[src/rtl/sample_window_capture_pkg.sv]
// Shared audio package: sample width default, ADC zero level, capture FSM states
// and the saturating counter helper used by the capture block.
package sample_window_capture_pkg;

  localparam int unsigned SAMPLE_W_DEF = 10;
  localparam int unsigned MIDSCALE_DEF = 512;
  localparam logic [7:0]  OVR_MAX      = 8'hFF;

  typedef enum logic [1:0] {
    IDLE  = 2'd0,
    ARMED = 2'd1,
    FILL  = 2'd2,
    READY = 2'd3
  } cap_state_t;

  // Increment an 8-bit counter, holding at its maximum.
  function automatic logic [7:0] sat_inc8(input logic [7:0] v);
    return (v == OVR_MAX) ? v : v + 8'd1;
  endfunction

endpackage

[src/rtl/sample_window_capture_if.sv]
// Control/data bundle between the capture block and its producer/consumer.
// master: the side feeding samples and consuming windows; slave: the capture block.
interface sample_window_capture_if
  import sample_window_capture_pkg::*;
#(
  parameter int unsigned SAMPLE_W = SAMPLE_W_DEF,
  parameter int unsigned WIN_LEN  = 4
);

  logic                arm;
  logic                sample_valid;
  logic [SAMPLE_W-1:0] sample;
  logic                consume;
  logic [SAMPLE_W-1:0] window [WIN_LEN];
  logic                win_ready;
  logic                busy;
  logic [7:0]          overrun_cnt;

  modport master (
    output arm, sample_valid, sample, consume,
    input  window, win_ready, busy, overrun_cnt
  );

  modport slave (
    input  arm, sample_valid, sample, consume,
    output window, win_ready, busy, overrun_cnt
  );

endinterface

[src/rtl/sample_window_capture_trigger_detect.sv]
// Combinational |sample - MIDSCALE| >= THRESH detector. Also usable as a
// silence detector by inverting hit.
module trigger_detect
  import sample_window_capture_pkg::*;
#(
  parameter int unsigned SAMPLE_W = SAMPLE_W_DEF,
  parameter int unsigned MIDSCALE = MIDSCALE_DEF,
  parameter int unsigned THRESH   = 64
) (
  input  logic [SAMPLE_W-1:0] sample,
  output logic                hit
);

  // One extra bit holds both the signed difference and its magnitude without overflow.
  localparam logic signed [SAMPLE_W:0] MID_S = (SAMPLE_W+1)'(MIDSCALE);
  localparam logic signed [SAMPLE_W:0] THR_S = (SAMPLE_W+1)'(THRESH);

  logic signed [SAMPLE_W:0] diff;
  logic signed [SAMPLE_W:0] mag;

  // Magnitude about the ADC zero level and threshold compare.
  always_comb begin
    diff = $signed({1'b0, sample}) - MID_S;
    mag  = diff[SAMPLE_W] ? -diff : diff;
    hit  = (mag >= THR_S);
  end

endmodule

[src/rtl/sample_window_capture.sv]
// Triggered audio window capture: waits for an above-threshold sample, stores
// WIN_LEN consecutive valid samples in flops, and holds them until consumed.
module sample_window_capture
  import sample_window_capture_pkg::*;
#(
  parameter int unsigned SAMPLE_W = SAMPLE_W_DEF,
  parameter int unsigned WIN_LEN  = 4,
  parameter int unsigned MIDSCALE = MIDSCALE_DEF,
  parameter int unsigned THRESH   = 64
) (
  input  logic                  clk,
  input  logic                  reset_n,
  sample_window_capture_if.slave bus
);

  localparam int unsigned      IDX_W    = $clog2(WIN_LEN);
  localparam logic [IDX_W-1:0] LAST_IDX = IDX_W'(WIN_LEN - 1);

  cap_state_t          state, state_n;
  logic [IDX_W-1:0]    idx, idx_n;
  logic [7:0]          ovr, ovr_n;
  logic                wr_en;
  logic                hit;
  logic [SAMPLE_W-1:0] win_q [WIN_LEN];

  trigger_detect #(
    .SAMPLE_W (SAMPLE_W),
    .MIDSCALE (MIDSCALE),
    .THRESH   (THRESH)
  ) u_trig (
    .sample (bus.sample),
    .hit    (hit)
  );

  // State, write index and overrun counter registers.
  always_ff @(posedge clk or negedge reset_n) begin
    if (!reset_n) begin
      state <= IDLE;
      idx   <= '0;
      ovr   <= '0;
    end else begin
      state <= state_n;
      idx   <= idx_n;
      ovr   <= ovr_n;
    end
  end

  // Next-state, index advance, write enable and overrun counting.
  always_comb begin
    state_n = state;
    idx_n   = idx;
    ovr_n   = ovr;
    wr_en   = 1'b0;
    unique case (state)
      IDLE: begin
        if (bus.arm) begin
          state_n = ARMED;
          idx_n   = '0;
          ovr_n   = '0;
        end
      end
      ARMED: begin
        if (bus.sample_valid && hit) begin
          wr_en   = 1'b1;
          idx_n   = IDX_W'(1);
          state_n = FILL;
        end
      end
      FILL: begin
        if (bus.sample_valid) begin
          wr_en = 1'b1;
          if (idx == LAST_IDX) begin
            state_n = READY;
          end else begin
            idx_n = idx + 1'b1;
          end
        end
      end
      READY: begin
        if (bus.sample_valid) begin
          ovr_n = sat_inc8(ovr);
        end
        if (bus.consume) begin
          state_n = IDLE;
        end
      end
      default: state_n = IDLE;
    endcase
  end

  // Window storage: parallel-readable flops written at the current index.
  always_ff @(posedge clk or negedge reset_n) begin
    if (!reset_n) begin
      for (int unsigned i = 0; i < WIN_LEN; i++) begin
        win_q[i] <= '0;
      end
    end else if (wr_en) begin
      win_q[idx] <= bus.sample;
    end
  end

  assign bus.window      = win_q;
  assign bus.win_ready   = (state == READY);
  assign bus.busy        = (state == ARMED) || (state == FILL);
  assign bus.overrun_cnt = ovr;

endmodule

[src/flat_wrapper.sv]
// flat-port wrapper written by rule: the top's interface ports become plain ports
module sample_window_capture_flat import sample_window_capture_pkg::*;
#(
  parameter int unsigned SAMPLE_W = SAMPLE_W_DEF,
  parameter int unsigned WIN_LEN  = 4,
  parameter int unsigned MIDSCALE = MIDSCALE_DEF,
  parameter int unsigned THRESH   = 64
)
  (clk, reset_n, bus_arm, bus_sample_valid, bus_sample, bus_consume, bus_window, bus_win_ready, bus_busy, bus_overrun_cnt);
  sample_window_capture_if #(.SAMPLE_W(SAMPLE_W), .WIN_LEN(WIN_LEN)) bus_i ();
  input  logic clk;
  input  logic reset_n;
  input wire logic [$bits(bus_i.arm)-1:0] bus_arm;
  input wire logic [$bits(bus_i.sample_valid)-1:0] bus_sample_valid;
  input wire logic [$bits(bus_i.sample)-1:0] bus_sample;
  input wire logic [$bits(bus_i.consume)-1:0] bus_consume;
  output wire logic [$bits(bus_i.window)-1:0] bus_window;
  output wire logic [$bits(bus_i.win_ready)-1:0] bus_win_ready;
  output wire logic [$bits(bus_i.busy)-1:0] bus_busy;
  output wire logic [$bits(bus_i.overrun_cnt)-1:0] bus_overrun_cnt;
  assign bus_i.arm = bus_arm;
  assign bus_i.sample_valid = bus_sample_valid;
  assign bus_i.sample = bus_sample;
  assign bus_i.consume = bus_consume;
  assign bus_window = {>>{bus_i.window}};
  assign bus_win_ready = bus_i.win_ready;
  assign bus_busy = bus_i.busy;
  assign bus_overrun_cnt = bus_i.overrun_cnt;
  sample_window_capture #(.SAMPLE_W(SAMPLE_W), .WIN_LEN(WIN_LEN), .MIDSCALE(MIDSCALE), .THRESH(THRESH)) u_core (.clk(clk), .reset_n(reset_n), .bus(bus_i));
endmodule
[config.mk]
export PLATFORM = sky130hd
export DESIGN_NAME = sample_window_capture_flat
export DESIGN_NICKNAME = d
export VERILOG_FILES = /design/src/rtl/sample_window_capture_pkg.sv /design/src/rtl/sample_window_capture_if.sv /design/src/rtl/sample_window_capture_trigger_detect.sv /design/src/rtl/sample_window_capture.sv /design/src/flat_wrapper.sv
export SDC_FILE = /design/constraint.sdc
export NUM_CORES = 1
export LEC_CHECK = 0
export BUFFER_PORTS_ARGS = -buffer_cell sky130_fd_sc_hd__buf_4
export CORE_UTILIZATION = 28
export CTS_CLUSTER_DIAMETER = 80
export DETAILED_ROUTE_END_ITERATION = 10
export PLACE_DENSITY = 0.57
export SLEW_MARGIN = 20
export SYNTH_ARGS = -nofsm -noshare
export SYNTH_HDL_FRONTEND = slang
export SYNTH_SLANG_ARGS = --single-unit
[constraint.sdc]
create_clock -name clk -period 1.93 [get_ports clk]
set_input_delay 0.193 -clock clk [delete_from_list [all_inputs] [get_ports clk]]
set_output_delay 0.193 -clock clk [all_outputs]
set_load 0.02 [all_outputs]
# [After elaboration in Yosys (flattened, before gate mapping)]
# Index checks and enable logic that the tools add are counted.
[totals] inputBits=15 out_inout_bits=50 word_cells=59 reg_bits=52
[classes] reduce_logical=9 n_lt_le_gt_ge=3 bitwise_logic=1 muxes=22 n_eq_ne=13 n_addsub=4
[ops] cell="$bwmux 40" count=1
[ops] cell="$mux 8" count=3
[ops] cell="$demux 10 s2" count=1
[ops] cell="$mux 2" count=9
[ops] cell="$pmux 8 s2" count=1
[ops] cell="$ne 2x2->1 const B" count=6
[ops] cell="$ge 11x8->1 const B" count=1
[ops] cell="$mux 11" count=1
[ops] cell="$neg 11->11" count=1
[ops] cell="$sub 10x10->11 const B" count=1
[ops] cell="$mux 10" count=1
[ops] cell="$reduce_and 5->1" count=2
[ops] cell="$add 8x1->8 const B" count=1
[ops] cell="$eq 8x8->1 const B" count=1
[ops] cell="$pmux 2 s4" count=1
[ops] cell="$eq 2x2->1 const B" count=3
[ops] cell="$pmux 2 s3" count=1
[ops] cell="$ne 2x1->1 const B" count=2
[ops] cell="$reduce_and 4->1" count=1
[ops] cell="$ge 3x3->1 const B" count=1
[ops] cell="$lt 3x1->1 const B" count=1
[ops] cell="$not 2->3" count=1
[ops] cell="$reduce_bool 3->1" count=1
[ops] cell="$add 2x1->2 const B" count=1
[ops] cell="7 further kinds" count=9

# [Longest topological paths before layout]
# Gate-level depths: netlist of run 1.
[logic_depth] ltp_word=7 ltp_mapped=7 depth_no_buf=7

# [Hierarchy]
# Synthesis of run 1 repeated with hierarchy kept, for this count alone.
[hier_totals] cells_unflattened=187 hier_area_um2=2446.1
[by_module_without_submodules] mod="sample_window_capture" instances=1 seq_area_each_um2=1301.2 area_each_um2=2359.8 cells_per_inst=176
[by_module_without_submodules] mod="trigger_detect" instances=1 seq_area_each_um2=0.0 area_each_um2=86.3 cells_per_inst=11

# [Worst setup path after synthesis of run 1]
# Ideal clock, no wire load.
[synth_path] path_type="reg-to-reg" from="reg u_core.state[0]" to="reg u_core.win_q (netlist bit u_core.bus.window[0])" t_required_ns=1.805 t_arrival_ns=1.798 setup_slack_ns=0.007 n_path_buf=1 synth_period_minus_slack_ns=1.923 setup_time_ns=0.125 stages_incl_launch_ff=8 cell_sequence="dfrtp_1 -> inv_1 -> ha_1 -> nand2_1 -> o31ai_2 -> and2_1 -> buf_6 -> mux2_2"
[synth_between] elab_chain_len=2 word_cells_on_any_way=3 cone_classes="2 x eq/ne; 1 x mux"
[synth_rtl] element="start: declaration" line_no="sample_window_capture.sv:19" source="cap_state_t state, state_n;"
[synth_rtl] element="start signal: assignment" line_no="sample_window_capture.sv:42" source="state <= state_n;"
[synth_rtl] element="$eq 2x2->1 or $eq 2x1->1 (tied branches)" line_no="sample_window_capture.sv:54" source="unique case (state)"
[synth_rtl] element="$pmux 1 s2 *" line_no="sample_window_capture.sv:54"
[synth_rtl] element="end signal: indexed assignment" line_no="sample_window_capture.sv:98" source="win_q[idx] <= bus.sample;"
[synth_rtl] element="end: declaration" line_no="sample_window_capture.sv:24" source="logic [SAMPLE_W-1:0] win_q [WIN_LEN];"
# Mark *: on every way between the ends. The rest lies on a longest branch, timed or not.
# A chain may end at the register's enable or synchronous reset.

# [Final worst setup path of run 1]
[layout_path] from="reg u_core.state[0]" to="reg u_core.win_q (netlist bit u_core.bus.window[5])"
# The elaborated chain is that of the path after synthesis.

==> results of run 1 <==
worst max-delay path by stage:
stage | startpoint | to | slack, ps | cells after the start
5_1_grt | u_core.state[0] | u_core.bus.window[26] | 20 | 7
3_3_place_gp | bus_sample[1] | u_core.bus.window[28] | 60 | 7
4_1_cts | u_core.state[0] | u_core.bus.window[24] | 10 | 7
3_5_place_dp | bus_sample[1] | u_core.bus.window[24] | -20 | 7
2_1_floorplan | u_core.state[0] | u_core.bus.window[0] | 7 | 7
6_report | u_core.state[0] | u_core.bus.window[5] | 90 | 7
power groups by stage:
stage | Sequential, W | Clock (W) | Combinational [W]
finish | 0.00172 | 0.000766 | 0.00241
global route | 0.00178 | 0.000855 | 0.00259
CTS | 0.00172 | 0.000809 | 0.00234
detailed placement | 0.00175 | 0 | 0.00233
global placement | 0.00174 | 0 | 0.00231
floorplan | 0.00214 | 0 | 0.000924
area by class of cell:
cell class / instances / area, sq um / share of cell area, %
sequential: 52 / 1300 / 40.2
multi-input combinational: 113 / 1030 / 31.8
timing repair buffer: 78 / 626 / 19.3
tap: 105 / 131 / 4.06
clock buffer: 6 / 82.6 / 2.55
clock inverter: 2 / 38.8 / 1.20
inverter: 7 / 26.3 / 0.813
per-stage QoR:
stage,util [%],power [W]
after floorplan,-,0.00306
after global placement,37.5,0.00405
after detailed placement,37.5,0.00408
after CTS,39.1,0.00487
after global routing,39.5,0.00522
final,39.5,0.00490
state kept, by name (all words and copies together), names as in the netlist:
name                    count
u_core.bus.window          40
u_core.bus.overrun_cnt      8
u_core.idx                  2
u_core.state                2
critical path: stages, from the launching register on:
cell and delay [ps]:
sky130_fd_sc_hd__dfrtp_1 370, sky130_fd_sc_hd__inv_2 70, sky130_fd_sc_hd__ha_4 280, sky130_fd_sc_hd__nand2_2 60
sky130_fd_sc_hd__o31ai_4 270, sky130_fd_sc_hd__and2_4 190, sky130_fd_sc_hd__buf_4 150, sky130_fd_sc_hd__mux2_2 330
cells by family (layout without fill, tap and decap cells):
group,after synthesis,after routing,synth area share (%)
compound gates,13,13,3.76
xor+xnor,5,5,1.86
fa+ha+maj,9,9,4.77
buf+inv,11,93,3.02
flops,52,52,55.1
mux,47,47,22.9
simple gates,39,39,8.59
per-layer routing:
metal / wire length, um / vias to the layer above / track usage [%]
li1: - / 776 / -
met1: 2430 / 820 / 17.1
met2: 2340 / 52 / 19.3
met3: 297 / 5 / 2.91
met4: 55 / 0 / 3.08
met5: 0 / - / 0
what timing repair did:
action / 4_1_cts / 5_1_grt
gates resized for setup: 0 / 11
endpoints found under the setup margin: 0 / 41
hold endpoints to repair: 52 / 0
hold buffers: 1 / 0
synthesized netlist by cell type, drive strengths merged:
cell	n
and2	4
nand4	4
o21ai	2
and3	2
nand2b	3
mux2	43
o41ai	1
o211ai	1
nand4b	1
nand3	5
mux2i	4
nor4	1
a21oi	7
o31ai	1
nor2	9
nor2b	4
dfrtp	52
ha	9
a211oi	1
inv	7
nand2	6
buf	4
xnor2	5
==> run_summary.xml, run 1 <==
<?xml version="1.0" encoding="UTF-8"?>
<metrics>
  <group name="sta">
    <metric name="post-route-period-util" unit="%">95.1</metric>
    <metric name="slew_violations" unit="">0</metric>
    <metric name="clock_skew" unit="ps">4.53</metric>
    <metric name="unrepaired_setup_endpoints_after_global_routing" unit="">false</metric>
    <metric name="timing.final.crit_period" unit="ps">1840</metric>
    <metric name="slew_headroom" unit="%">56.3</metric>
    <metric name="fmax" unit="MHz">545</metric>
    <metric name="fin_worst_hold_slack" unit="ps">166</metric>
    <metric name="hold_viol" unit="">0</metric>
    <metric name="worst_slack" unit="ps">94.2</metric>
    <metric name="setup_tns" unit="ps">0</metric>
    <metric name="final-setup-viol-count" unit="">0</metric>
    <metric name="tightest_slew" unit="ps">656</metric>
  </group>
  <group name="critical_path">
    <metric name="r2r_cells" unit="">7</metric>
    <metric name="worst_r2r_endpoint" unit="">u_core.bus.window[5]</metric>
    <metric name="worst-setup-path-type" unit="">reg2reg</metric>
    <metric name="worst-endpoint-required" unit="ps">2120</metric>
    <metric name="arrival" unit="ps">2020</metric>
    <metric name="regToRegStartpoint" unit="">u_core.state[0]</metric>
    <metric name="element_type_at_the_critical_path_start" unit="">flop</metric>
    <metric name="reg2reg_slack" unit="ps">90</metric>
    <metric name="worst-path-max-fanout" unit="">5</metric>
    <metric name="critical_path.endpoint_type" unit="">flop</metric>
  </group>
  <group name="clock_network">
    <metric name="cts-root-to-sink-buffers" unit="">2</metric>
    <metric name="clk_sink_count" unit="">52</metric>
    <metric name="tritoncts_clock_tree" unit="">built</metric>
    <metric name="postCtsSetupRepairBufs" unit="">0</metric>
    <metric name="cts.clk_slew.worst_paths" unit="ps">90</metric>
    <metric name="ctsRootBufferMaster" unit="">sky130_fd_sc_hd__clkbuf_8</metric>
    <metric name="cts.htree.levels" unit="">2</metric>
    <metric name="clock_insertion_delay_worst_skew" unit="ps">300</metric>
    <metric name="cts_made_buffers" unit="">5</metric>
  </group>
  <group name="cells_and_area">
    <metric name="mostFrequentLayoutCell" unit="">sky130_fd_sc_hd__buf_4</metric>
    <metric name="final_cell_area" unit="sq mm">0.00323</metric>
    <metric name="antenna_cells" unit="">0</metric>
    <metric name="nFillCells" unit="">817</metric>
    <metric name="post_layout_nonfiller_instances" unit="">363</metric>
    <metric name="design.final.nets" unit="">281</metric>
    <metric name="layout-drive-gt1-share" unit="%">54.3</metric>
    <metric name="most_frequent_cells_in_the_layout" unit="">sky130_fd_sc_hd__buf_4 (74), sky130_fd_sc_hd__dfrtp_1 (52), sky130_fd_sc_hd__mux2_2 (39)</metric>
    <metric name="syn_to_layout_area_delta" unit="%">37.0</metric>
  </group>
  <group name="power">
    <metric name="p_seq_share" unit="%">35.1</metric>
    <metric name="p_sw_share" unit="%">36.2</metric>
    <metric name="vdd_ir_drop_max" unit="mV">0.545</metric>
    <metric name="cellLeakagePower" unit="nW">1.57</metric>
    <metric name="power_density_normalized_to_cell_area" unit="mW/mm^2">1520</metric>
    <metric name="pwr-share-comb" unit="%">49.2</metric>
    <metric name="pwr-share-clk" unit="%">15.6</metric>
    <metric name="switching_power" unit="W">0.00177</metric>
    <metric name="power_report.internal_total" unit="W">0.00313</metric>
  </group>
  <group name="placed_design">
    <metric name="place.detailed.instances" unit="">354</metric>
    <metric name="gp_routability_congestion" unit="">0.693</metric>
    <metric name="buffer_ports.inserted" unit="">64</metric>
    <metric name="place_hpwl" unit="mm">3.80</metric>
    <metric name="placement.cell_area" unit="sq mm">0.00306</metric>
    <metric name="place_worst_setup_slack" unit="ps">-15.4</metric>
  </group>
  <group name="floorplan">
    <metric name="floorplan.die_area" unit="sq mm">0.00880</metric>
    <metric name="num_io_pins" unit="">65</metric>
    <metric name="chipWidth" unit="um">93.8</metric>
    <metric name="core.rowCount" unit="">33</metric>
    <metric name="die_h" unit="um">93.8</metric>
    <metric name="core_region_area" unit="sq mm">0.00818</metric>
    <metric name="initial_utilization" unit="%">28.9</metric>
  </group>
  <group name="logic_synthesis">
    <metric name="ys.warnings.count" unit="">0</metric>
    <metric name="summed_instance_area_of_the_synthesized_netlist" unit="sq mm">0.00236</metric>
    <metric name="synth.largest_area_cell" unit="">sky130_fd_sc_hd__dfrtp_1</metric>
    <metric name="netlist.area_leader.share" unit="%">55.1</metric>
    <metric name="synth.lib_cells_used.distinct" unit="">24</metric>
    <metric name="post_synth.cell_area_avg" unit="sq um">13.4</metric>
    <metric name="netlist_instances" unit="">176</metric>
    <metric name="syn_nets" unit="">200</metric>
    <metric name="yosys_register_bits" unit="">52</metric>
    <metric name="area_contributors_post_synth" unit="">sky130_fd_sc_hd__dfrtp_1 (55%), sky130_fd_sc_hd__mux2_2 (19%), sky130_fd_sc_hd__ha_1 (4.8%)</metric>
    <metric name="synth-seq-area-share" unit="%">55.1</metric>
  </group>
  <group name="worst_hold_path">
    <metric name="timing.hold.worst_path_depth" unit="">2</metric>
    <metric name="hold_path_class" unit="">in2reg</metric>
    <metric name="min_delay_worst_endpoint" unit="">u_core.bus.window[31]</metric>
    <metric name="timing.hold.worst.start" unit="">bus_sample[1]</metric>
  </group>
  <group name="detailed_routing">
    <metric name="route.detailed.vias_per_inst" unit="">4.55</metric>
    <metric name="drc_violation_count_after_routing" unit="">0</metric>
    <metric name="ant_nets" unit="">0</metric>
    <metric name="route.final.wire_length" unit="mm">5.13</metric>
    <metric name="routed-via-count" unit="">1653</metric>
    <metric name="routedWlPerCell" unit="um">14.1</metric>
    <metric name="detailedRoute.firstIterationViolations" unit="">35</metric>
    <metric name="drtPass1Iterations" unit="">4</metric>
  </group>
  <group name="global_route">
    <metric name="grt_start_max_net_pins" unit="">53</metric>
    <metric name="overall_fraction_of_global_route_tracks_in_use" unit="%">12.3</metric>
    <metric name="grt_pass1_wl" unit="mm">8.32</metric>
    <metric name="grt_antenna_before_repair" unit="">0</metric>
    <metric name="number_of_global_route_vias_before_repair" unit="">1605</metric>
    <metric name="grt_overflow" unit="">0</metric>
  </group>
  <group name="run">
    <metric name="drv_cap" unit="">0</metric>
  </group>
  <group name="status">
    <metric name="status" unit="">finished clean</metric>
  </group>
</metrics>
Power figures use the tool's default switching activity.
==> run 2, diff against run 1 <==
- SYNTH_HIERARCHICAL: default -> 1
==> run 2 against run 1 <==
The run now ends with negative setup slack left. Sequential share of layout area decreased by 3.3 points. Critical endpoint is now u_core/bus.window[17]. Area after synthesis increased by 3.7%. Critical path depth increased by 4. Routed wire length increased by 16%. Final area increased by 9.1%. Final cell count increased by 3.6%. Combinational power increased by 16%. Synthesized cell count increased by 6.3%. Register-to-register slack improved by 30 ps. First-iteration DRC count decreased by 54%.
==> run_summary.xml, run 2 <==
<?xml version="1.0" encoding="UTF-8"?>
<metrics>
  <group name="critical_path">
    <metric name="reg2reg_slack" unit="ps">120</metric>
    <metric name="regToRegStartpoint" unit="">u_core/state[1]</metric>
    <metric name="worst-path-max-fanout" unit="">5</metric>
    <metric name="worst_r2r_endpoint" unit="">u_core/bus.window[17]</metric>
    <metric name="crit_start" unit="">bus_sample[1]</metric>
    <metric name="element_type_at_the_critical_path_start" unit="">input pin</metric>
    <metric name="timing.critical_path.to" unit="">u_core/bus.window[17]</metric>
    <metric name="worst-endpoint-required" unit="ps">2130</metric>
    <metric name="cp_slowest_stage_delay" unit="ps">490</metric>
    <metric name="path_cells" unit="">buf_12, inv_12, ha_4, or4b_4, o21a_1, nor3_4, a21oi_2, nor2_2, and2_4, clkbuf_16, mux2_4</metric>
    <metric name="cp_slowest_cell" unit="">sky130_fd_sc_hd__or4b_4</metric>
    <metric name="worst-setup-path-type" unit="">in2reg</metric>
    <metric name="worstSetupPathDepth" unit="">11</metric>
    <metric name="arrival" unit="ps">2190</metric>
    <metric name="bufs_and_invs_on_worst_path" unit="">3</metric>
    <metric name="r2r_cells" unit="">7</metric>
    <metric name="critical_path.endpoint_type" unit="">flop</metric>
    <metric name="critical_path.top_delay_family" unit="">simple AND/OR/NAND/NOR gates</metric>
  </group>
  <group name="logic_synthesis">
    <metric name="synth_enable_flop_cells" unit="">0</metric>
    <metric name="area_contributors_post_synth" unit="">sky130_fd_sc_hd__dfrtp_1 (53%), sky130_fd_sc_hd__mux2_2 (19%), sky130_fd_sc_hd__ha_1 (6.6%)</metric>
    <metric name="main_combinational_cell_family_by_area_after_synthesis" unit="">multiplexers</metric>
    <metric name="netlist.area_leader.share" unit="%">53.2</metric>
    <metric name="postSynth.asyncResetShare" unit="%">100</metric>
    <metric name="area_share_of_and_or_nand_nor_cells_after_synthesis" unit="%">9.57</metric>
    <metric name="yosys_register_bits" unit="">52</metric>
    <metric name="summed_instance_area_of_the_synthesized_netlist" unit="sq mm">0.00245</metric>
    <metric name="yosys.area_share.xor_xnor" unit="%">0</metric>
    <metric name="synth.largest_area_cell" unit="">sky130_fd_sc_hd__dfrtp_1</metric>
    <metric name="synth_common_cells" unit="">sky130_fd_sc_hd__dfrtp_1 (52), sky130_fd_sc_hd__mux2_2 (42), sky130_fd_sc_hd__ha_1 (13)</metric>
    <metric name="synth_flop_cell" unit="">sky130_fd_sc_hd__dfrtp_1</metric>
    <metric name="post_synth.cell_area_avg" unit="sq um">13.1</metric>
    <metric name="post_synth_mux_area_share" unit="%">20.6</metric>
    <metric name="syn_nets" unit="">215</metric>
    <metric name="post_synth_fa_ha_maj_area_fraction" unit="%">6.65</metric>
    <metric name="synth-seq-area-share" unit="%">53.2</metric>
    <metric name="ys.warnings.count" unit="">6</metric>
    <metric name="synth.lib_cells_used.distinct" unit="">36</metric>
    <metric name="synthMostInstantiatedCell" unit="">sky130_fd_sc_hd__dfrtp_1</metric>
    <metric name="synth_compound_area_share" unit="%">7.11</metric>
    <metric name="netlist_instances" unit="">187</metric>
  </group>
  <group name="sta">
    <metric name="final-setup-viol-count" unit="">40</metric>
    <metric name="slew_violations" unit="">0</metric>
    <metric name="fmax" unit="MHz">503</metric>
    <metric name="slew_headroom" unit="%">55.0</metric>
    <metric name="unrepaired_setup_endpoints_after_global_routing" unit="">true</metric>
    <metric name="worst_slack" unit="ps">-59.4</metric>
    <metric name="post-route-period-util" unit="%">103</metric>
    <metric name="tightest_slew" unit="ps">675</metric>
    <metric name="fin_worst_hold_slack" unit="ps">175</metric>
    <metric name="timing.final.crit_period" unit="ps">1990</metric>
    <metric name="hold_viol" unit="">0</metric>
    <metric name="clock_skew" unit="ps">5.00</metric>
  </group>
  <group name="power">
    <metric name="vdd_ir_drop_max" unit="mV">0.606</metric>
    <metric name="total_chip_power" unit="W">0.00529</metric>
    <metric name="cellLeakagePower" unit="nW">1.69</metric>
    <metric name="power_density_normalized_to_cell_area" unit="mW/mm^2">1500</metric>
  </group>
  <group name="cells_and_area">
    <metric name="syn_to_layout_area_delta" unit="%">44.1</metric>
    <metric name="design.final.nets" unit="">298</metric>
    <metric name="layout-drive-gt1-share" unit="%">54.6</metric>
    <metric name="final_cell_area" unit="sq mm">0.00353</metric>
    <metric name="most_frequent_cells_in_the_layout" unit="">sky130_fd_sc_hd__buf_4 (72), sky130_fd_sc_hd__dfrtp_1 (51), sky130_fd_sc_hd__mux2_4 (34)</metric>
    <metric name="multi_input_comb_area" unit="sq mm">0.00126</metric>
    <metric name="largest_register_ff_count" unit="">40</metric>
    <metric name="mostFrequentLayoutCell" unit="">sky130_fd_sc_hd__buf_4</metric>
    <metric name="antenna_cells" unit="">0</metric>
    <metric name="nFillCells" unit="">796</metric>
    <metric name="layout.area.seq" unit="sq mm">0.00130</metric>
  </group>
  <group name="status">
    <metric name="failed_checks" unit="">negative setup slack</metric>
    <metric name="status" unit="">complete, but fails checks</metric>
  </group>
  <group name="clock_network">
    <metric name="cts-root-to-sink-buffers" unit="">2</metric>
    <metric name="clock_insertion_delay_worst_skew" unit="ps">310</metric>
    <metric name="cts_made_buffers" unit="">5</metric>
    <metric name="clk_sink_count" unit="">52</metric>
    <metric name="cts.htree.levels" unit="">2</metric>
    <metric name="tritoncts_clock_tree" unit="">built</metric>
    <metric name="cts.clk_slew.worst_paths" unit="ps">100</metric>
    <metric name="postCtsSetupRepairBufs" unit="">0</metric>
    <metric name="ctsRootBufferMaster" unit="">sky130_fd_sc_hd__clkbuf_8</metric>
  </group>
  <group name="floorplan">
    <metric name="core_region_area" unit="sq mm">0.00834</metric>
    <metric name="num_io_pins" unit="">65</metric>
    <metric name="floorplan.die_area" unit="sq mm">0.00911</metric>
    <metric name="chipWidth" unit="um">95.5</metric>
    <metric name="core.rowCount" unit="">33</metric>
    <metric name="die_h" unit="um">95.5</metric>
    <metric name="initial_utilization" unit="%">29.3</metric>
  </group>
  <group name="detailed_routing">
    <metric name="routedWlPerCell" unit="um">15.8</metric>
    <metric name="drc_violation_count_after_routing" unit="">0</metric>
    <metric name="drtPass1Iterations" unit="">3</metric>
    <metric name="route.detailed.vias_per_inst" unit="">4.64</metric>
    <metric name="route.final.wire_length" unit="mm">5.94</metric>
    <metric name="detailedRoute.firstIterationViolations" unit="">16</metric>
    <metric name="ant_nets" unit="">0</metric>
    <metric name="routed-via-count" unit="">1744</metric>
  </group>
  <group name="global_route">
    <metric name="grt_start_max_net_pins" unit="">53</metric>
    <metric name="overall_fraction_of_global_route_tracks_in_use" unit="%">13.5</metric>
    <metric name="grt_antenna_before_repair" unit="">0</metric>
    <metric name="grt_pass1_wl" unit="mm">9.21</metric>
    <metric name="grt_overflow" unit="">0</metric>
    <metric name="number_of_global_route_vias_before_repair" unit="">1766</metric>
  </group>
  <group name="run">
    <metric name="drv_cap" unit="">0</metric>
  </group>
  <group name="placed_design">
    <metric name="buffer_ports.inserted" unit="">64</metric>
    <metric name="place_hpwl" unit="mm">4.20</metric>
    <metric name="placement.cell_area" unit="sq mm">0.00326</metric>
    <metric name="gp_routability_congestion" unit="">0.759</metric>
  </group>
  <group name="worst_hold_path">
    <metric name="hold_path_class" unit="">in2reg</metric>
  </group>
</metrics>
==> run 2: cell count changes after synthesis, moves of 4 or more <==
cell and delta:
sky130_fd_sc_hd__a21oi_1 -5, sky130_fd_sc_hd__buf_4 +4, sky130_fd_sc_hd__ha_1 +4, sky130_fd_sc_hd__mux2_4 -4, sky130_fd_sc_hd__nand2_1 +4, sky130_fd_sc_hd__nand4_1 -4, sky130_fd_sc_hd__nor2_1 -4, sky130_fd_sc_hd__o21ai_1 +5
sky130_fd_sc_hd__xnor2_1 -5
==> run 2: logic make-up (layout without fill, tap and decap cells) <==
logic type | count (synthesis) | after routing
AO/OA/AOI/OAI | 24 | 24
flip-flops | 52 | 52
AND/OR/NAND/NOR | 40 | 40
multiplexers | 45 | 45
buffers and inverters | 13 | 97
adder cells (fa/ha/maj) | 13 | 13
==> run 2: worst min path at each step <==
stage / start / end / slack, ps / cells past startpoint
global route: bus_sample[8] / u_core/bus.window[8] / 160 / 2
finish: bus_sample[8] / u_core/bus.window[8] / 170 / 2
global placement: reset_n / u_core/bus.window[6] / 280 / 1
detailed placement: reset_n / u_core/bus.window[37] / 280 / 1
floorplan: reset_n / u_core/bus.overrun_cnt[0] / -100 / 0
CTS: bus_sample[8] / u_core/bus.window[8] / 160 / 2
==> run 2: where the power goes <==
group | leakage [nW] | internal (W) | switching, W
Combinational | 0.981 | 0.00146 | 0.00134
Sequential | 0.671 | 0.00152 | 0.000303
Clock | 0.0423 | 0.000265 | 0.000399
==> run 2: layer usage <==
layer,wire (um),vias up,track usage [%]
met4,51,0,2.99
met1,2820,865,18.2
li1,-,823,-
met3,357,5,3.75
met5,0,-,0
met2,2710,51,21.3
==> run 2: repair_timing <==
item | CTS | global route
pin swaps | 2 | 2
resized for setup | 30 | 7
cloned | 0 | 1
hold endpoints to repair | 52 | 0
endpoints found under the setup margin | 40 | 42
hold buffers | 1 | 0
==> run 2: area by class of cell <==
| class | count | area share [%] |
|---|---|---|
| timing repair buffer | 81 | 19.7 |
| clock inverter | 3 | 0.745 |
| sequential | 52 | 36.9 |
| multi-input combinational | 122 | 35.6 |
| clock buffer | 5 | 1.95 |
| inverter | 8 | 1.35 |
| tap | 105 | 3.73 |
==> run 2: per-stage QoR <==
stage                     worst slack [ps]  setup TNS [ps]  std cells  utilization (%)
after global placement                -428          -16930        366             39.0
after detailed placement              -495          -19410        366             39.0
after global routing                  -141           -4670        376             42.3
final                                -59.4           -1450        376             42.3
after CTS                            -71.8           -1950        375             41.7
after floorplan                       -114           -4430        187                -
==> run 3, diff against run 2 <==
- ABC_AREA: default -> 1
- PLACE_DENSITY: 0.57 -> 0.56
==> run 3 against run 2 <==
The flow now finishes without violations. Count of clock-buffer cells in the layout rose by 1. Clock skew barely moved. Critical path depth fell by 3. Area after synthesis rose by 20%. Sequential share of layout area fell by 0.80 points. Power fell by 3.3%. Flip-flop and latch count did not move. Hold slack got worse by 14 ps. Highest routed layer unchanged. Sequential power fell by 3%. Via count rose by 37%.
==> run_summary.xml, run 3 <==
<?xml version="1.0" encoding="UTF-8"?>
<metrics>
  <group name="status">
    <metric name="status" unit="">finished clean</metric>
  </group>
  <group name="placed_design">
    <metric name="place.detailed.instances" unit="">520</metric>
    <metric name="place_hpwl" unit="mm">4.99</metric>
    <metric name="gp_routability_congestion" unit="">0.817</metric>
    <metric name="buffer_ports.inserted" unit="">64</metric>
  </group>
  <group name="detailed_routing">
    <metric name="route.detailed.vias_per_inst" unit="">4.50</metric>
    <metric name="routedWlPerCell" unit="um">13.0</metric>
    <metric name="route.final.wire_length" unit="mm">6.91</metric>
    <metric name="routed-via-count" unit="">2389</metric>
    <metric name="ant_nets" unit="">0</metric>
    <metric name="drc_violation_count_after_routing" unit="">0</metric>
    <metric name="detailedRoute.firstIterationViolations" unit="">96</metric>
    <metric name="drtPass1Iterations" unit="">4</metric>
  </group>
  <group name="logic_synthesis">
    <metric name="synth.lib_cells_used.distinct" unit="">24</metric>
    <metric name="netlist_instances" unit="">325</metric>
    <metric name="synth_common_cells" unit="">sky130_fd_sc_hd__nand2_1 (126), sky130_fd_sc_hd__dfrtp_1 (52), sky130_fd_sc_hd__o21ai_2 (40)</metric>
    <metric name="netlist.area_leader.share" unit="%">44.3</metric>
    <metric name="synth-seq-area-share" unit="%">44.3</metric>
    <metric name="area_contributors_post_synth" unit="">sky130_fd_sc_hd__dfrtp_1 (44%), sky130_fd_sc_hd__nand2_1 (16%), sky130_fd_sc_hd__o21ai_2 (12%)</metric>
    <metric name="yosys_register_bits" unit="">52</metric>
    <metric name="synth_enable_flop_cells" unit="">0</metric>
    <metric name="summed_instance_area_of_the_synthesized_netlist" unit="sq mm">0.00294</metric>
    <metric name="synth_flop_cell" unit="">sky130_fd_sc_hd__dfrtp_1</metric>
    <metric name="synthMostInstantiatedCell" unit="">sky130_fd_sc_hd__nand2_1</metric>
    <metric name="post_synth.cell_area_avg" unit="sq um">9.03</metric>
    <metric name="syn_nets" unit="">353</metric>
    <metric name="ys.warnings.count" unit="">6</metric>
    <metric name="synth.largest_area_cell" unit="">sky130_fd_sc_hd__dfrtp_1</metric>
    <metric name="postSynth.asyncResetShare" unit="%">100</metric>
  </group>
  <group name="sta">
    <metric name="clock_skew" unit="ps">5.40</metric>
    <metric name="fmax" unit="MHz">554</metric>
    <metric name="tightest_slew" unit="ps">695</metric>
    <metric name="slew_violations" unit="">0</metric>
    <metric name="unrepaired_setup_endpoints_after_global_routing" unit="">false</metric>
    <metric name="final-setup-viol-count" unit="">0</metric>
    <metric name="setup_tns" unit="ps">0</metric>
    <metric name="slew_headroom" unit="%">53.6</metric>
    <metric name="timing.final.crit_period" unit="ps">1810</metric>
    <metric name="hold_viol" unit="">0</metric>
    <metric name="post-route-period-util" unit="%">93.6</metric>
  </group>
  <group name="floorplan">
    <metric name="floorplan.die_area" unit="sq mm">0.0109</metric>
    <metric name="core_region_area" unit="sq mm">0.0102</metric>
    <metric name="core.rowCount" unit="">37</metric>
    <metric name="num_io_pins" unit="">65</metric>
    <metric name="die_h" unit="um">104</metric>
    <metric name="chipWidth" unit="um">104</metric>
    <metric name="initial_utilization" unit="%">28.7</metric>
  </group>
  <group name="clock_network">
    <metric name="cts-root-to-sink-buffers" unit="">2</metric>
    <metric name="cts_made_buffers" unit="">5</metric>
    <metric name="tritoncts_clock_tree" unit="">built</metric>
    <metric name="clock_insertion_delay_worst_skew" unit="ps">310</metric>
    <metric name="clk_sink_count" unit="">52</metric>
    <metric name="ctsRootBufferMaster" unit="">sky130_fd_sc_hd__clkbuf_8</metric>
    <metric name="cts.htree.levels" unit="">2</metric>
    <metric name="cts.clk_slew.worst_paths" unit="ps">100</metric>
  </group>
  <group name="critical_path">
    <metric name="critical_path.most_common_cell" unit="">sky130_fd_sc_hd__nand2_1</metric>
    <metric name="critical_path.endpoint_type" unit="">flop</metric>
    <metric name="arrival" unit="ps">2060</metric>
    <metric name="worst-setup-path-type" unit="">reg2reg</metric>
    <metric name="cp_slowest_cell" unit="">sky130_fd_sc_hd__dfrtp_1</metric>
    <metric name="worst-endpoint-required" unit="ps">2180</metric>
    <metric name="element_type_at_the_critical_path_start" unit="">flop</metric>
    <metric name="path_cells" unit="">inv_1, ha_1, nand2_1, or2_4, buf_12, nor2_8, nand2_1, nand2_1</metric>
    <metric name="r2r_cells" unit="">8</metric>
    <metric name="regToRegStartpoint" unit="">u_core/state[1]</metric>
    <metric name="reg2reg_slack" unit="ps">120</metric>
    <metric name="bufs_and_invs_on_worst_path" unit="">2</metric>
    <metric name="cp_slowest_stage_delay" unit="ps">410</metric>
    <metric name="worst_r2r_endpoint" unit="">u_core/bus.window[2]</metric>
    <metric name="worst-path-max-fanout" unit="">25</metric>
    <metric name="critical_path.top_delay_family" unit="">simple AND/OR/NAND/NOR gates</metric>
  </group>
  <group name="global_route">
    <metric name="grt_overflow" unit="">0</metric>
    <metric name="grt_pass1_wl" unit="mm">11.6</metric>
    <metric name="grt_start_max_net_pins" unit="">53</metric>
    <metric name="number_of_global_route_vias_before_repair" unit="">2336</metric>
    <metric name="use_met2" unit="%">21.4</metric>
    <metric name="grt_antenna_before_repair" unit="">0</metric>
    <metric name="use_met1" unit="%">17.7</metric>
    <metric name="grt_util_met3" unit="%">3.38</metric>
    <metric name="overall_fraction_of_global_route_tracks_in_use" unit="%">13.3</metric>
    <metric name="gr-max-usage-layer" unit="">met2</metric>
  </group>
  <group name="cells_and_area">
    <metric name="syn_to_layout_area_delta" unit="%">22.7</metric>
    <metric name="largest_register_ff_count" unit="">40</metric>
    <metric name="design.final.nets" unit="">422</metric>
    <metric name="post_layout_nonfiller_instances" unit="">531</metric>
    <metric name="layout.area.seq" unit="sq mm">0.00130</metric>
    <metric name="mostFrequentLayoutCell" unit="">sky130_fd_sc_hd__nand2_1</metric>
    <metric name="nFillCells" unit="">1059</metric>
    <metric name="antenna_cells" unit="">0</metric>
    <metric name="multi_input_comb_area" unit="sq mm">0.00136</metric>
    <metric name="final_core_utilization" unit="%">35.2</metric>
    <metric name="layout-drive-gt1-share" unit="%">32.9</metric>
    <metric name="most_frequent_cells_in_the_layout" unit="">sky130_fd_sc_hd__nand2_1 (126), sky130_fd_sc_hd__buf_4 (70), sky130_fd_sc_hd__dfrtp_1 (52)</metric>
  </group>
  <group name="power">
    <metric name="vdd_ir_drop_max" unit="mV">0.456</metric>
    <metric name="power_density_normalized_to_cell_area" unit="mW/mm^2">1420</metric>
    <metric name="cellLeakagePower" unit="nW">1.88</metric>
  </group>
  <group name="worst_hold_path">
    <metric name="timing.hold.worst.start" unit="">bus_sample[1]</metric>
    <metric name="hold_path_class" unit="">in2reg</metric>
    <metric name="min_delay_worst_endpoint" unit="">u_core/bus.window[21]</metric>
    <metric name="timing.hold.worst_path_depth" unit="">3</metric>
  </group>
  <group name="run">
    <metric name="drv_cap" unit="">0</metric>
  </group>
</metrics>
[run 3: worst max-delay path by stage]
stage | to | depth (start not counted) | start | slack [ps]
3_5_place_dp | u_core/bus.window[36] | 15 | bus_sample[1] | 40
6_report | u_core/bus.window[2] | 8 | u_core/state[1] | 120
2_1_floorplan | u_core/bus.window[10] | 8 | u_core/state[0] | 100
5_1_grt | u_core/bus.window[23] | 8 | u_core/state[1] | 50
3_3_place_gp | u_core/bus.window[38] | 15 | bus_sample[0] | 80
4_1_cts | u_core/bus.window[36] | 8 | u_core/state[1] | 110
[run 3: per-layer routing]
metal,vias up,part of all wire (%)
met5,-,0
met1,1123,48
li1,1192,-
met4,0,1.3
met3,8,6.1
met2,66,45
[run 3: cells by family (layout without fill, tap and decap cells)]
group,Yosys count,in the layout,share of synthesized area [%]
AND/OR/NAND/NOR,167,167,25.1
adder cells (fa/ha/maj),13,13,5.54
AO/OA/AOI/OAI,61,61,15.9
flip-flops,52,52,44.3
buffers and inverters,32,102,9.21
[run 3: cell type report]
cell class                 count  area share, %
tap                          136           4.73
clock inverter                 2           1.08
clock buffer                   6           2.02
inverter                      21           2.19
multi-input combinational    241           37.9
sequential                    52           36.1
timing repair buffer          73           16.0
[run 3: repair_timing]
action	4_1_cts	5_1_grt
setup buffers	0	2
hold endpoints to repair	52	0
endpoints found under the setup margin	0	1
gates resized for setup	0	0
hold buffers	1	0
[run 3: power breakdown]
group          total (W)  leakage [nW]  internal, W  switching (W)
Sequential       0.00177         0.684      0.00147       0.000300
Clock           0.000786        0.0558     0.000393       0.000393
Combinational    0.00256          1.14     0.000993        0.00157
[run 3: stage by stage]
stage | total power, W | instance area [sq um] | setup slack [ps] | hold WS (ps)
floorplan | 0.00360 | 2940 | 102 | -103
global route | 0.00551 | 3600 | 47.8 | 156
detailed placement | 0.00436 | 3460 | 44.1 | 283
finish | 0.00512 | 3600 | 123 | 160
global placement | 0.00433 | 3460 | 80.3 | 284
CTS | 0.00516 | 3590 | 111 | 144
[run 3: worst register-to-register path, delay by kind of cell, from the launching register on]
| kind | cells | cell delay [ps] |
|---|---|---|
| adder cells (fa/ha/maj) | 1 | 380 |
| buffers and inverters | 2 | 290 |
| flip-flops | 1 | 410 |
| AND/OR/NAND/NOR | 5 | 680 |
